==> config.mk <==
export PLATFORM = sky130hd
export DESIGN_NAME = motor_pwm_driver
export DESIGN_NICKNAME = d
export VERILOG_FILES = /design/src/rtl/motor_pkg.sv /design/src/rtl/motor_channel.sv /design/src/rtl/motor_pwm_driver.sv
export SDC_FILE = /design/constraint.sdc
export NUM_CORES = 1
export LEC_CHECK = 0
export CAP_MARGIN = 10
export CORE_UTILIZATION = 66
export DETAILED_ROUTE_END_ITERATION = 8
export PLACE_DENSITY = 0.86
export SYNTH_ARGS = -nofsm -noshare
export SYNTH_HDL_FRONTEND = slang
export SYNTH_HIERARCHICAL = 1
export SYNTH_SLANG_ARGS = --single-unit
==> constraint.sdc <==
create_clock -name i_clk -period 6.05 [get_ports i_clk]
set_clock_uncertainty 0.2 [all_clocks]
set_input_delay 0.9075 -clock i_clk [delete_from_list [all_inputs] [get_ports i_clk]]
set_output_delay 0.9075 -clock i_clk [all_outputs]
set_load 0.005 [all_outputs]
==> src/rtl/motor_pkg.sv <==
// Shared motor-command definitions: MC word layout, direction codes, channel
// state encodings and the power-level to PWM-duty table.
package motor_pkg;

    localparam int MC_W       = 5;
    localparam int MC_DIR_LSB = 0;
    localparam int MC_DIR_MSB = 1;
    localparam int MC_PWR_LSB = 2;
    localparam int MC_PWR_MSB = 4;
    localparam int PWR_W      = MC_PWR_MSB - MC_PWR_LSB + 1;

    // 2'b11 is a second neutral code; both neutral codes idle the bridge.
    typedef enum logic [1:0] {
        DIR_FWD     = 2'b00,
        DIR_NEU     = 2'b01,
        DIR_REV     = 2'b10,
        DIR_NEU_ALT = 2'b11
    } dir_e;

    localparam logic [MC_W-1:0] MC_NEUTRAL = 5'b00001;

    typedef enum logic [1:0] {
        CH_IDLE = 2'd0,
        CH_FWD  = 2'd1,
        CH_REV  = 2'd2,
        CH_DEAD = 2'd3
    } ch_state_e;

    function automatic dir_e mc_dir(input logic [MC_W-1:0] mc);
        return dir_e'(mc[MC_DIR_MSB:MC_DIR_LSB]);
    endfunction

    function automatic logic [PWR_W-1:0] mc_power(input logic [MC_W-1:0] mc);
        return mc[MC_PWR_MSB:MC_PWR_LSB];
    endfunction

    // High ticks per period; level 1 sits between 1/8 and 2/8 so the bottom
    // of the range is not two equal-looking steps.
    function automatic logic [31:0] duty_ticks(input logic [PWR_W-1:0] level,
                                               input int unsigned      period);
        logic [31:0] eighth;
        eighth = period / 8;
        case (level)
            3'd0:    duty_ticks = eighth;
            3'd1:    duty_ticks = period / 6;
            default: duty_ticks = eighth * 32'(level);
        endcase
    endfunction

endpackage

==> src/rtl/motor_channel.sv <==
// One H-bridge channel: boundary command latch, IDLE/FWD/REV/DEAD FSM with
// dead-time counter, and registered IN_A/IN_B/PWM pins.
module motor_channel
    import motor_pkg::*;
#(
    parameter int PERIOD      = 240,
    parameter int DEAD_CYCLES = 16,
    parameter int CNT_W       = 8
) (
    input  logic             i_clk,
    input  logic             i_rst_n,
    input  logic             i_enable,
    input  logic             i_boundary,
    input  logic [CNT_W-1:0] i_pwm_cnt,
    input  logic [MC_W-1:0]  i_mc,
    output logic             o_in_a,
    output logic             o_in_b,
    output logic             o_pwm
);

    localparam int DEAD_W = 8;

    ch_state_e         r_state;
    ch_state_e         w_state_next;
    logic [MC_W-1:0]   r_latch;
    logic [MC_W-1:0]   w_latch_next;
    logic [DEAD_W-1:0] r_dead_cnt;
    logic              r_in_a;
    logic              r_in_b;
    logic              r_pwm;
    logic [31:0]       w_duty;
    logic              w_below_duty;
    logic              w_driving;
    dir_e              w_dir_next;

    always_comb begin
        w_latch_next = r_latch;
        if (!i_enable) begin
            w_latch_next = MC_NEUTRAL;
        end else if (i_boundary) begin
            w_latch_next = i_mc;
        end
    end

    // Decisions use the value the latch is about to take, so the state
    // change lands on the same edge as the boundary sample.
    assign w_dir_next = mc_dir(w_latch_next);

    always_comb begin
        w_state_next = r_state;
        if (!i_enable) begin
            w_state_next = CH_IDLE;
        end else begin
            case (r_state)
                CH_IDLE: begin
                    if (w_dir_next == DIR_FWD) begin
                        w_state_next = CH_FWD;
                    end else if (w_dir_next == DIR_REV) begin
                        w_state_next = CH_REV;
                    end
                end
                CH_FWD: begin
                    if (w_dir_next == DIR_REV) begin
                        w_state_next = CH_DEAD;
                    end else if (w_dir_next != DIR_FWD) begin
                        w_state_next = CH_IDLE;
                    end
                end
                CH_REV: begin
                    if (w_dir_next == DIR_FWD) begin
                        w_state_next = CH_DEAD;
                    end else if (w_dir_next != DIR_REV) begin
                        w_state_next = CH_IDLE;
                    end
                end
                CH_DEAD: begin
                    // Leave on the edge where the counter drops to zero.
                    if (r_dead_cnt == DEAD_W'(1)) begin
                        if (w_dir_next == DIR_FWD) begin
                            w_state_next = CH_FWD;
                        end else if (w_dir_next == DIR_REV) begin
                            w_state_next = CH_REV;
                        end else begin
                            w_state_next = CH_IDLE;
                        end
                    end
                end
                default: w_state_next = CH_IDLE;
            endcase
        end
    end

    assign w_duty       = duty_ticks(mc_power(r_latch), unsigned'(PERIOD));
    assign w_below_duty = (32'(i_pwm_cnt) < w_duty);
    assign w_driving    = (r_state == CH_FWD) || (r_state == CH_REV);

    always_ff @(posedge i_clk or negedge i_rst_n) begin
        if (!i_rst_n) begin
            r_state    <= CH_IDLE;
            r_latch    <= MC_NEUTRAL;
            r_dead_cnt <= '0;
            r_in_a     <= 1'b0;
            r_in_b     <= 1'b0;
            r_pwm      <= 1'b0;
        end else begin
            r_state <= w_state_next;
            r_latch <= w_latch_next;
            if (w_state_next == CH_DEAD && r_state != CH_DEAD) begin
                r_dead_cnt <= DEAD_W'(DEAD_CYCLES);
            end else if (r_state == CH_DEAD) begin
                r_dead_cnt <= r_dead_cnt - DEAD_W'(1);
            end
            // Both legs derive from one state value, so they are exclusive.
            r_in_a <= i_enable && (r_state == CH_FWD);
            r_in_b <= i_enable && (r_state == CH_REV);
            r_pwm  <= i_enable && w_driving && w_below_duty;
        end
    end

    assign o_in_a = r_in_a;
    assign o_in_b = r_in_b;
    assign o_pwm  = r_pwm;

endmodule

==> src/rtl/motor_pwm_driver.sv <==
// Dual H-bridge PWM driver: shared prescaler / period counter and one
// motor_channel per motor (index 0 = right/MC1, index 1 = left/MC2).
module motor_pwm_driver
    import motor_pkg::*;
#(
    parameter int CLK_DIV     = 1,
    parameter int PERIOD      = 240,
    parameter int DEAD_CYCLES = 16
) (
    input  logic            i_clk,
    input  logic            i_rst_n,
    input  logic            i_enable,
    input  logic [MC_W-1:0] i_mc1,
    input  logic [MC_W-1:0] i_mc2,
    output logic            o_r_in_a,
    output logic            o_r_in_b,
    output logic            o_r_pwm,
    output logic            o_l_in_a,
    output logic            o_l_in_b,
    output logic            o_l_pwm,
    output logic            o_period_start
);

    localparam int CNT_W   = $clog2(PERIOD);
    localparam int PRESC_W = 16;
    localparam int N_CH    = 2;

    logic [PRESC_W-1:0] r_presc;
    logic [CNT_W-1:0]   r_pwm_cnt;
    logic               r_period_start;
    logic               w_tick;
    logic               w_boundary;
    logic [MC_W-1:0]    w_mc [N_CH];
    logic [N_CH-1:0]    w_in_a;
    logic [N_CH-1:0]    w_in_b;
    logic [N_CH-1:0]    w_pwm;

    assign w_tick     = (r_presc == PRESC_W'(CLK_DIV - 1));
    assign w_boundary = w_tick && (r_pwm_cnt == CNT_W'(PERIOD - 1));

    always_ff @(posedge i_clk or negedge i_rst_n) begin
        if (!i_rst_n) begin
            r_presc        <= '0;
            r_pwm_cnt      <= '0;
            r_period_start <= 1'b0;
        end else begin
            r_presc <= w_tick ? '0 : r_presc + PRESC_W'(1);
            if (w_tick) begin
                r_pwm_cnt <= w_boundary ? '0 : r_pwm_cnt + CNT_W'(1);
            end
            // High only on the first CLK of count 0, even when CLK_DIV > 1.
            r_period_start <= w_boundary;
        end
    end

    assign w_mc[0] = i_mc1;
    assign w_mc[1] = i_mc2;

    generate
        for (genvar gi = 0; gi < N_CH; gi++) begin : g_ch
            motor_channel #(
                .PERIOD      (PERIOD),
                .DEAD_CYCLES (DEAD_CYCLES),
                .CNT_W       (CNT_W)
            ) u_channel (
                .i_clk      (i_clk),
                .i_rst_n    (i_rst_n),
                .i_enable   (i_enable),
                .i_boundary (w_boundary),
                .i_pwm_cnt  (r_pwm_cnt),
                .i_mc       (w_mc[gi]),
                .o_in_a     (w_in_a[gi]),
                .o_in_b     (w_in_b[gi]),
                .o_pwm      (w_pwm[gi])
            );
        end
    endgenerate

    assign o_r_in_a       = w_in_a[0];
    assign o_r_in_b       = w_in_b[0];
    assign o_r_pwm        = w_pwm[0];
    assign o_l_in_a       = w_in_a[1];
    assign o_l_in_b       = w_in_b[1];
    assign o_l_pwm        = w_pwm[1];
    assign o_period_start = r_period_start;

endmodule

==> flow_summary.ini <==
[grt]
grt_pass1_vias = 3147
use_met1 = 0.360
grt_pass1_wl_um = 14000
overflow = 0
antenna_found_initial = 0
grt_max_degree = 62
use_met2 = 0.454
grtUsageMet3 = 0.0451
track_usage = 0.278
busiest_layer = met2

[yosys]
async_flop_share = 1.00
seq_area_frac_synth = 0.361
ys_top_cells_by_count = dfrtp_1, ha_1, inv_1
syn_nets = 499
synth_top_area_share = 0.348
synth_cell_types = 56
synth_warnings = 6
synthMostInstantiatedCell = dfrtp_1
syn_inst = 441
synth_area_leaders = dfrtp_1, ha_1, inv_1, nand3_1, nand2_1
synth.ff_latch_count = 61
netlist_area_um2 = 4240
yosys.area.top_type = dfrtp_1
synth_edf_count = 0
syn_area_per_cell_um2 = 9.62
ys.flop_type = dfrtp_1

[finish]
num_antenna_cells = 0
fin_util = 0.771
layout-drive-gt1-share = 0.106
finalNetCount = 523
area_growth_pct = 10.2

[critical_path]
start_kind = flip-flop
required_ps = 6060
path_class = reg2reg
crit_arrival_ps = 3610
cpMaxStageDelayCell = o31ai_4
critPathMaxFanout = 19
rrSetupSlack_ps = 2460
rr_endpoint = g_ch[0].u_channel/r_dead_cnt[3]$_DFFE_PN0P_
max_stage_delay_ps = 450
path_delay_family = compound AO/OA/AOI/OAI gates
worstPathCellList = inv_1 -> ha_1 -> nor3b_1 -> nand4_1 -> nor2_1 -> buf_4 -> mux2_4 -> a31oi_1 -> o221a_2 -> o221ai_4 -> o31ai_4 -> o221ai_2
reg2reg_from = r_presc[0]$_DFF_PN0_
end_kind = flip-flop
path_buf_inv = 2
reg2reg_depth = 12

[min_path]
min_to = r_presc[15]$_DFF_PN0_
hold_path_depth = 1
min_from = r_presc[15]$_DFF_PN0_
min_path_type = reg2reg

[drt]
final_antenna_net_count = 0
wl_per_cell_um = 15.1
drtPass1Iterations = 5
viasPerCell = 6.06
vias = 3301
drc = 0
drtIter0Drc = 223
totalWireLength_um = 8230

[clocking]
cts_buffers = 9
cts.sinks = 61
cts_setup_buffers = 0
cts.htree.levels = 3
ctsHoldBuffers = 0
cts_resized = 0
clock_latency_ps = 340
cts.path.max_buffers = 2
clk_pin_slew_ps = 70
root_buffer = clkbuf_8
cts_tree = built

[floorplan]
initial_core_util = 0.700
num_rows = 28
die_w_um = 82.2
die_height_um = 82.2
coreArea_um2 = 6060
dieArea_um2 = 6750
ios = 20

[power]
sw_frac_of_total = 0.216
power_frac_clock = 0.454
p_seq_frac = 0.520
peakVddDrop_mv = 0.168
p_comb_frac = 0.026
p_leak_uw = 0.00212
p_total_uw = 784
switching_power_uw = 170
power_density_nw_per_um2 = 168
internal_power_uw = 615

[placed_design]
place_ws_ps = 2190
port_buffers = 19
routabilityCongestion = 0.874
hpwl_um = 5910

[timing]
fin_ws_ps = 2460
setup_viol = 0
min_period_over_period = 0.594
final.setup.tns_ps = 0
rsz0062_at_grt = no
hold_viol = 0
tightest_slew_ps = 1040
fmax_ghz = 0.278
drv_slew = 0
relSlewSlack = 0.303
period_needed_ps = 3590

[run]
cap_violations = 0

[status]
status = finished, final reports clean
[power by group through the flow]
stage               Combinational (uW)  Clock, uW  Sequential, uW
global placement                  21.1          0             415
global route                      23.3        380             408
CTS                               21.3        363             408
floorplan                         3.27          0             416
detailed placement                21.2          0             415
finish                            20.5        356             408
[layout make-up]
type	count	area (um2)
clock buffer	11	141
clock inverter	5	50.0
fill	437	1390
inverter	43	161
multi-input combinational	329	2500
sequential	61	1530
tap	75	93.8
timing repair buffer	21	200
[sequential cells by signal, indices dropped and copies added (netlist names)]
signal / count
g_ch.u_channel/o_pwm: 2
g_ch.u_channel/r_dead_cnt: 16
r_presc: 16
g_ch.u_channel/r_state: 4
g_ch.u_channel/o_in_a: 2
o_period_start: 1
g_ch.u_channel/o_in_b: 2
g_ch.u_channel/r_latch: 10
r_pwm_cnt: 8
[worst max path at each step]
stage / from / to / cells past startpoint
after detailed placement: i_enable / g_ch[1].u_channel/r_dead_cnt[2]$_DFFE_PN0P_ / 7
final: r_presc[0]$_DFF_PN0_ / g_ch[0].u_channel/r_dead_cnt[3]$_DFFE_PN0P_ / 12
after CTS: r_presc[0]$_DFF_PN0_ / g_ch[0].u_channel/r_dead_cnt[3]$_DFFE_PN0P_ / 12
after floorplan: r_pwm_cnt[1]$_DFFE_PN0N_ / g_ch[0].u_channel/r_dead_cnt[3]$_DFFE_PN0P_ / 11
after global placement: i_enable / g_ch[1].u_channel/r_dead_cnt[3]$_DFFE_PN0P_ / 7
after global routing: r_presc[0]$_DFF_PN0_ / g_ch[0].u_channel/r_dead_cnt[3]$_DFFE_PN0P_ / 13
[cell families (layout without fill, tap and decap cells)]
logic type,Yosys count,in the layout,share of synthesized area
DFF,61,61,0.361
muxes,12,12,0.0313
AOI/OAI and AO/OA,94,94,0.166
adders and majority gates,45,45,0.140
and+or+nand+nor,157,157,0.208
buffers and inverters,51,80,0.0505
xor gates and xnor gates,21,21,0.0434
[stage by stage]
step	cells	hold WS (ps)	area [um2]
2_1_floorplan	441	247	4240
5_1_grt	545	298	4670
3_5_place_dp	529	269	4480
3_3_place_gp	529	268	4480
6_report	545	276	4670
4_1_cts	545	283	4670
[per-layer routing]
layer | vias up | part of all wire
li1 | 1610 | -
met1 | 1600 | 0.45
met2 | 74 | 0.49
met3 | 17 | 0.032
met4 | 0 | 0.019
met5 | - | 0
[cells in the final DEF (no fill, tap or decap), types with 3 or more instances in the layout]
cell type        count
a211oi_1             4
a21oi_1             19
a31oi_1              7
and2_1               6
and3_2               3
clkbuf_8            10
clkdlybuf4s50_1     18
clkinv_2             4
dfrtp_1             59
fa_1                 4
ha_1                41
inv_1               41
mux2i_1              8
nand2_1             33
nand2b_1             6
nand3_1             25
nand4_1              5
nor2_1              23
nor2b_1             14
nor3_1              14
nor3b_1              3
nor4_2               3
o211ai_1             6
o21a_1              12
o21ai_0             17
o21ai_1              4
o32a_1               3
o32ai_1              4
or3_1                5
xnor2_1             14
xor2_1               7
Power figures use the tool's default switching activity.
==> RTL change (same flow settings) <==
Compare `r_pwm_cnt` against `CNT_W'(PERIOD - 1)` with >= in place of ==.
--- a/src/rtl/motor_pwm_driver.sv
+++ b/src/rtl/motor_pwm_driver.sv
@@ -37,5 +37,5 @@
 
     assign w_tick     = (r_presc == PRESC_W'(CLK_DIV - 1));
-    assign w_boundary = w_tick && (r_pwm_cnt == CNT_W'(PERIOD - 1));
+    assign w_boundary = w_tick && (r_pwm_cnt >= CNT_W'(PERIOD - 1));
 
     always_ff @(posedge i_clk or negedge i_rst_n) begin
Check against the original RTL: same outputs for any inputs over 10 cycles, from zero or initial values and one cycle with i_rst_n low; that may be too few to reach the edited logic, so the function may still have changed.
==> RTL change against the unedited design <==
Power is 1.9% higher. Design area is 0.11% higher. Die area grew 0.15%. Synthesized area is 0.15% higher. Wire length rose by 0.30%. Worst setup slack worse by 0.39 ns. Sequential cell count did not move. Clock power up 4%. Largest cell class unchanged.
==> RTL change: results (changes against the unedited design) <==
fin nets 515 (-1.5%); synth top area cells dfrtp_1, ha_1, inv_1; CTS Buf Count 9 (unchanged); post-synthesis adder-cell area fraction 14.2% (+0.22 points); DRT Pass-1 Iters 8 (+3); vias in the first global route 3,177 (+0.95%); Pint 0.625 mW (+1.7%); initial drt markers 190 (-15%); Seq/Total Area, Yosys 36.0% (-0.053 points); Max IR drop VDD 149 uV (-11%); root buf cell clkbuf_8; Crit Path Max Fanout 20 (+1); Yosys cell types 60 (+7.1%); grt ovf 0 (unchanged); # Post-CTS Setup Buffers 0 (unchanged); ant diodes 0 (unchanged); post-synthesis xor/xnor area fraction 4.12% (-0.21 points); placer congestion estimate 0.891 (+1.9%); Syn Nets 491 (-1.6%); Hold Path Class reg2reg; cts repair resizes 0 (unchanged); register clock-pin slew on the reported worst setup and hold paths 0.07 ns (about the same); Synth Area in Compound Gates 16.7% (+0.093 points); drt wl/cell 15.4 um (+2.0%); leading registers by flop count g_ch.u_channel/r_dead_cnt: 16 flops, r_presc: 16 flops, g_ch.u_channel/r_latch: 10 flops; I/O Buffers 19 (unchanged); share of cells above drive strength 1 9.98% (-0.66 points); status finished, final reports clean; synth warn 6 (unchanged); vias per cell 6.09 (+0.57%); gr usage total 27.3% (-0.50 points); most frequent cells after synthesis dfrtp_1, ha_1, inv_1; H-tree depth 3 (unchanged); initial antenna violation count 0 (unchanged); dpl ws 2.11 ns (-0.0822 ns); Post-synth ARST share 100% (unchanged); Worst Path Arrival 3.99 ns (+0.38 ns); Static Leak 2.15 nW (+1.7%); worst-skew pair later-pin latency 0.34 ns (about the same); CTS Buffer Depth 2 (unchanged); DP HPWL 6000 um (+1.4%); largest net degree at the start of global routing 62 (unchanged); first-pass GRT wire length 14,000 um (+0.20%); multiplexer share of the synthesized area 3.39% (+0.26 points); Slew Viols, Final 0 (unchanged); Worst Tran Pin Value 1.02 ns (-0.0239 ns)
==> RTL change: area by class of cell <==
class | count | area (um2)
Clock buffer | 11 | 151
Clock inverter | 4 | 47.5
Fill cell | 389 | 1380
Inverter | 42 | 158
Multi-Input combinational cell | 323 | 2510
Sequential cell | 61 | 1530
Tap cell | 75 | 93.8
Timing Repair Buffer | 20 | 193
==> RTL change: cell families after synthesis <==
logic type / Yosys count
mux: 13
simple gates: 152
compound gates: 92
xor+xnor: 20
fa+ha+maj: 46
flops: 61
buf+inv: 49
==> RTL change: power groups by stage <==
stage | logic (mW) | clock network, mW | registers, mW
CTS | 0.0216 | 0.376 | 0.408
global route | 0.0237 | 0.392 | 0.408
floorplan | 0.00327 | 0 | 0.416
detailed placement | 0.0214 | 0 | 0.415
finish | 0.0210 | 0.371 | 0.408
global placement | 0.0213 | 0 | 0.415
==> RTL change: through the flow <==
step	total power, mW	cells	utilization (%)	instance area (um2)
after CTS	0.805	536	77.2	4680
after global routing	0.823	536	77.2	4680
after global placement	0.437	521	73.9	4480
after floorplan	0.419	433	-	4250
after detailed placement	0.437	521	73.9	4480
final	0.800	536	77.2	4680
==> RTL change: routing by layer <==
| layer | GRT usage [%] | wire length [um] | vias up |
|---|---|---|---|
| met5 | 0 | 0 | - |
| met4 | 12.8 | 143 | 0 |
| met3 | 4.51 | 380 | 18 |
| met2 | 44.8 | 3930 | 93 |
| met1 | 35.1 | 3800 | 1563 |
| li1 | - | - | 1591 |
==> RTL change: worst paths after layout <==
check | startpoint | end | slack (ns) | cells past startpoint
setup / recovery | r_presc[0]$_DFF_PN0_ | g_ch[1].u_channel/r_dead_cnt[3]$_DFFE_PN0P_ | 2.07 | 12
hold / removal | r_presc[15]$_DFF_PN0_ | r_presc[15]$_DFF_PN0_ | 0.29 | 1
setup reg to reg | r_presc[0]$_DFF_PN0_ | g_ch[1].u_channel/r_dead_cnt[3]$_DFFE_PN0P_ | 2.07 | 12
hold reg to reg | r_presc[15]$_DFF_PN0_ | r_presc[15]$_DFF_PN0_ | 0.29 | 1
max in group asynchronous | i_rst_n | r_presc[1]$_DFF_PN0_ | 4.63 | 2
min in group asynchronous | i_rst_n | g_ch[1].u_channel/r_dead_cnt[6]$_DFFE_PN0P_ | 0.52 | 2
==> RTL change: critical path: stages, from the launching register on <==
cell,delay (ns)
dfrtp_1,0.43
inv_1,0.08
ha_1,0.13
nor3b_1,0.27
and4_2,0.45
and2_1,0.75
nor2b_1,0.22
o21a_1,0.20
inv_1,0.08
a21oi_1,0.25
o221ai_4,0.18
o31ai_4,0.47
o221ai_2,0.13
